File: src/rtl/vend_change_controller.sv
// Vending purchase/refund sequencer: accepts buy or cancel against the coin
// total, then pays change one coin at a time with a fixed pulse spacing.
module vend_change_controller #(
  parameter int PRICE0      = 35,
  parameter int PRICE1      = 50,
  parameter int PRICE2      = 65,
  parameter int PRICE3      = 75,
  parameter int DISP_CYCLES = 4
) (
  input  logic       clk,
  input  logic       reset,
  input  logic [6:0] total,
  input  logic [1:0] sel,
  input  logic       buy,
  input  logic       cancel,
  output logic       coin_clear,
  output logic       vend,
  output logic       insufficient,
  output logic       dispense_25,
  output logic       dispense_10,
  output logic       dispense_5,
  output logic       busy,
  output logic [6:0] change_owed
);

  typedef enum logic [2:0] {
    IDLE   = 3'd0,
    VEND   = 3'd1,
    REFUND = 3'd2,
    PAY    = 3'd3,
    GAP    = 3'd4
  } state_t;

  localparam logic [6:0] PRICE_0 = 7'(PRICE0);
  localparam logic [6:0] PRICE_1 = 7'(PRICE1);
  localparam logic [6:0] PRICE_2 = 7'(PRICE2);
  localparam logic [6:0] PRICE_3 = 7'(PRICE3);
  // GAP is held for DISP_CYCLES-1 cycles; the counter runs down to zero.
  localparam logic [3:0] GAP_LOAD = (DISP_CYCLES > 1) ? 4'(DISP_CYCLES - 2) : 4'd0;

  state_t     state;
  logic [3:0] gap_cnt;
  logic [6:0] price;
  logic [6:0] pay_next;

  function automatic logic [2:0] coin_sel(input logic [6:0] owed);
    if (owed >= 7'd25)      return 3'b100;
    else if (owed >= 7'd10) return 3'b010;
    else                    return 3'b001;
  endfunction

  function automatic logic [6:0] coin_val(input logic [6:0] owed);
    if (owed >= 7'd25)      return 7'd25;
    else if (owed >= 7'd10) return 7'd10;
    else                    return 7'd5;
  endfunction

  always_comb begin
    price = PRICE_0;
    case (sel)
      2'd0:    price = PRICE_0;
      2'd1:    price = PRICE_1;
      2'd2:    price = PRICE_2;
      default: price = PRICE_3;
    endcase
  end

  assign pay_next = change_owed - coin_val(change_owed);
  assign busy     = (state != IDLE);

  always_ff @(posedge clk or posedge reset) begin
    if (reset) begin
      state        <= IDLE;
      gap_cnt      <= 4'd0;
      change_owed  <= 7'd0;
      coin_clear   <= 1'b0;
      vend         <= 1'b0;
      insufficient <= 1'b0;
      dispense_25  <= 1'b0;
      dispense_10  <= 1'b0;
      dispense_5   <= 1'b0;
    end else begin
      coin_clear   <= 1'b0;
      vend         <= 1'b0;
      insufficient <= 1'b0;
      {dispense_25, dispense_10, dispense_5} <= 3'b000;
      case (state)
        IDLE: begin
          if (buy) begin
            if (total >= price) begin
              state       <= VEND;
              vend        <= 1'b1;
              coin_clear  <= 1'b1;
              change_owed <= total - price;
            end else begin
              insufficient <= 1'b1;
            end
          end else if (cancel && (total != 7'd0)) begin
            state       <= REFUND;
            coin_clear  <= 1'b1;
            change_owed <= total;
          end
        end
        VEND, REFUND: begin
          if (change_owed >= 7'd5) begin
            state <= PAY;
            {dispense_25, dispense_10, dispense_5} <= coin_sel(change_owed);
          end else begin
            state       <= IDLE;
            change_owed <= 7'd0;
          end
        end
        PAY: begin
          change_owed <= pay_next;
          if (DISP_CYCLES > 1) begin
            state   <= GAP;
            gap_cnt <= GAP_LOAD;
          end else if (pay_next >= 7'd5) begin
            {dispense_25, dispense_10, dispense_5} <= coin_sel(pay_next);
          end else begin
            state       <= IDLE;
            change_owed <= 7'd0;
          end
        end
        GAP: begin
          if (gap_cnt != 4'd0) begin
            gap_cnt <= gap_cnt - 4'd1;
          end else if (change_owed >= 7'd5) begin
            state <= PAY;
            {dispense_25, dispense_10, dispense_5} <= coin_sel(change_owed);
          end else begin
            // sub-nickel residue is forfeited
            state       <= IDLE;
            change_owed <= 7'd0;
          end
        end
        default: begin
          state       <= IDLE;
          change_owed <= 7'd0;
        end
      endcase
    end
  end

endmodule

File: config.mk
export PLATFORM = sky130hd
export DESIGN_NAME = vend_change_controller
export DESIGN_NICKNAME = d
export VERILOG_FILES = /design/src/rtl/vend_change_controller.sv
export SDC_FILE = /design/constraint.sdc
export NUM_CORES = 1
export LEC_CHECK = 0
export BUFFER_PORTS_ARGS = -buffer_cell sky130_fd_sc_hd__buf_2
export CORE_MARGIN = 4
export CORE_UTILIZATION = 50
export DETAILED_ROUTE_END_ITERATION = 10
export HOLD_SLACK_MARGIN = 0.06
export PLACE_DENSITY = 0.75
export SYNTH_ARGS = -nofsm -noshare
export SYNTH_HDL_FRONTEND = slang
export SYNTH_SLANG_ARGS = --single-unit
File: constraint.sdc
create_clock -name clk -period 3 [get_ports clk]
set_input_delay 0.75 -clock clk [delete_from_list [all_inputs] [get_ports clk]]
set_output_delay 0.75 -clock clk [all_outputs]
set_load 0.01 [all_outputs]
==> results.md <==
- Max_cap viols: 0
- Worst EP arrival: 2880 ps
- Fin. max-slew vios: 0
- GRT Util Overall: 19.0%
- Pwr/cell area: 1040 mW/mm2
- Number of port buffers: 26
- CP Data Required Time: 3200 ps
- Status: finished clean
- Wirelength per Cell: 13.9 um
- Share of cells above drive strength 1: 23.3%
- Area Overhead vs Synth: 13.6%
- Clk_skew: 0.817 ps
- Number of global-route vias before repair: 1367
- Post-synth EDFFs: 0
- Clk root buf: clkbuf_4
- 1st-pass router iterations: 6
- Global-route wire length before repair: 6270 um
- Synth Instances: 190
- Hold Vio Cnt, Final: 0
- Cell Chain, Critical Path: o311a_1 -> nor3_1 -> nand2_1 -> ha_1 -> fa_1 -> nand2b_1 -> a21oi_1 -> xor2_1 -> a32oi_1 -> o21a_1 -> o21ai_2
- Worst slack, placed: 257 ps
- Hold Path Class: in -> async
- Largest net degree at the start of global routing: 21
- Hold-fix buffers, CTS: 0
- NumNets Final: 248
- Leading area contributor after synthesis: dfrtp_1
- Die area: 0.00427 mm2
- Delay of the slowest critical-path stage: 430 ps
- Multi-input logic area: 0.00105 mm2
- CTS Sinks: 20
- Yosys warns: 0
- GP Congestion: 0.930
- Reg area: 500 um2
- Initial antenna violation count: 0
- Initial Util: 52.9%
- Area of the mapped netlist: 0.00164 mm2
- Skew-Pair Late Insertion Delay: 300 ps
- Critical path's slowest cell: dfrtp_1
- DRC Markers: 0
- Post-synthesis async set-or-reset flop share: 100%
- Startpoint types: flip-flop
- VDD IR-drop max: 0.000515 V
- CTS resizes: 0
- Critical Path Fanout Max: 5
- Final setup margin: 326 ps
- Static Leak: 0.000909 uW
- Cell Rows: 20
- H-tree depth: 1
- Fill cells: 287
- Core area: 0.00310 mm2
- Count of final setup violators: 0
- TNS Setup: 0 ps
- Unique masters post-synth: 49
- Syn avg cell area: 8.65 um2
- Top cells by area, synth: dfrtp_1, ha_1, nand2_1
- Top cells by count, synth: nand2_1, nor2_1, dfrtp_1
- Ant. Diodes: 0
- Worst-Margin Slew: 755 ps
- Postcts setup bufs: 0
- Period utilisation layout: 89.1%
- Clock slew at reported path FFs: 110 ps
- Net count after synthesis: 218
- GRT Residual Overflow: 0
- Slew headroom: 49.6%
- Via Count: 1466
- FF+latch count, synth: 20
- Die H: 65.3 um
- Io pins: 27
- Seq/Total Area, Yosys: 30.5%
- Fmax: 0.374 GHz
- Tmin final: 2670 ps
- Detailed placement HPWL: 2960 um
- Via-per-instance ratio: 5.57
- Top cell type's share of synthesized area: 30.5%
- Endpoint type of the worst setup path: flip-flop
- Max Root-Sink Buffers: 2
- DRT iter0 DRCs: 82
- DIE WIDTH: 65.3 um
- CTS buffer count: 3
- WS Path Type: reg -> reg
- Primary FF master, synth: dfrtp_1
- CTS tree: built
- Routed Antenna Nets: 0
- Most common cell in the netlist: nand2_1
- Post-Route WL: 3650 um
- Unrepaired setup endpoints after global routing: no
==> final timing paths <==
kind / startpoint / endpoint / slack, ps / depth (start not counted)
setup / recovery: change_owed[0] / change_owed[4] / 330 / 11
hold / removal: reset / gap_cnt[3] / 560 / 2
setup reg to reg: change_owed[0] / change_owed[4] / 330 / 11
hold reg to reg: gap_cnt[3] / gap_cnt[3] / 570 / 2
max in group asynchronous: reset / gap_cnt[2] / 1970 / 2
min in group clk: gap_cnt[3] / gap_cnt[3] / 570 / 2
==> routing by layer <==
metal | GRT usage [%] | up-vias | part of all wire (%)
met2 | 28.7 | 47 | 44
met3 | 4.79 | 10 | 7.4
met4 | 5.70 | 0 | 2.1
met5 | 0 | - | 0
met1 | 26.5 | 675 | 47
li1 | - | 734 | -
==> state kept, by name (all words and copies together), names as in the netlist <==
register / flops
dispense_5: 1
gap_cnt: 4
state: 3
dispense_10: 1
insufficient: 1
coin_clear: 1
dispense_25: 1
vend: 1
change_owed: 7
==> power breakdown <==
group / internal, uW / leakage, uW / switching (uW)
clock: 74.0 / 0.0000210 / 83.2
sequential: 377 / 0.000261 / 111
combinational: 552 / 0.000628 / 740
==> per-stage QoR <==
stage | util, % | cell area (um2) | power [uW] | hold WS, ps | std cells
after floorplan | - | 1640 | 1450 | 511 | 190
after global placement | 59.0 | 1830 | 1750 | 532 | 259
after detailed placement | 59.0 | 1830 | 1770 | 541 | 259
after CTS | 60.1 | 1870 | 1940 | 567 | 263
after global routing | 60.1 | 1870 | 2120 | 609 | 263
final | 60.1 | 1870 | 1940 | 562 | 263
==> kinds of logic (layout without fill, tap and decap cells) <==
kind of cell | count (synthesis) | in the layout | synth area share (%)
and+or+nand+nor | 74 | 74 | 23.3
muxes | 4 | 4 | 2.59
xor gates and xnor gates | 7 | 7 | 3.73
DFF | 20 | 20 | 30.5
adders and majority gates | 15 | 15 | 12.3
AOI/OAI and AO/OA | 49 | 49 | 21.9
buffers and inverters | 21 | 50 | 5.64
==> cell usage in the layout, fill, tap and decap left out, types with 3 or more instances in the layout <==
cell and instances:
nand2b_1 6, dfrtp_1 20, a32oi_1 4, nor2_1 21
clkbuf_4 3, o21a_1 3, buf_2 26, nand2_1 23
xor2_1 4, inv_1 14, nor3_1 6, xnor2_1 3
o21ai_2 5, buf_4 5, o21ai_0 12, ha_1 13
a21oi_1 7
==> area by class of cell <==
class                           instances  share of cell area, %
Tap cell                               44                   2.95
Clock buffer                            4                   1.95
Sequential cell                        20                   26.8
Multi-Input combinational cell        149                   56.3
Inverter                               15                   3.02
Timing Repair Buffer                   31                   8.99
==> critical path: cells and delay by family (launching register included) <==
kind                       cells  cell delay (ps)
DFF                            1              430
adders and majority gates      2              610
xor gates and xnor gates       1              110
AOI/OAI and AO/OA              5              950
and+or+nand+nor                3              480
Note: power is estimated with default switching activity, not from simulation.
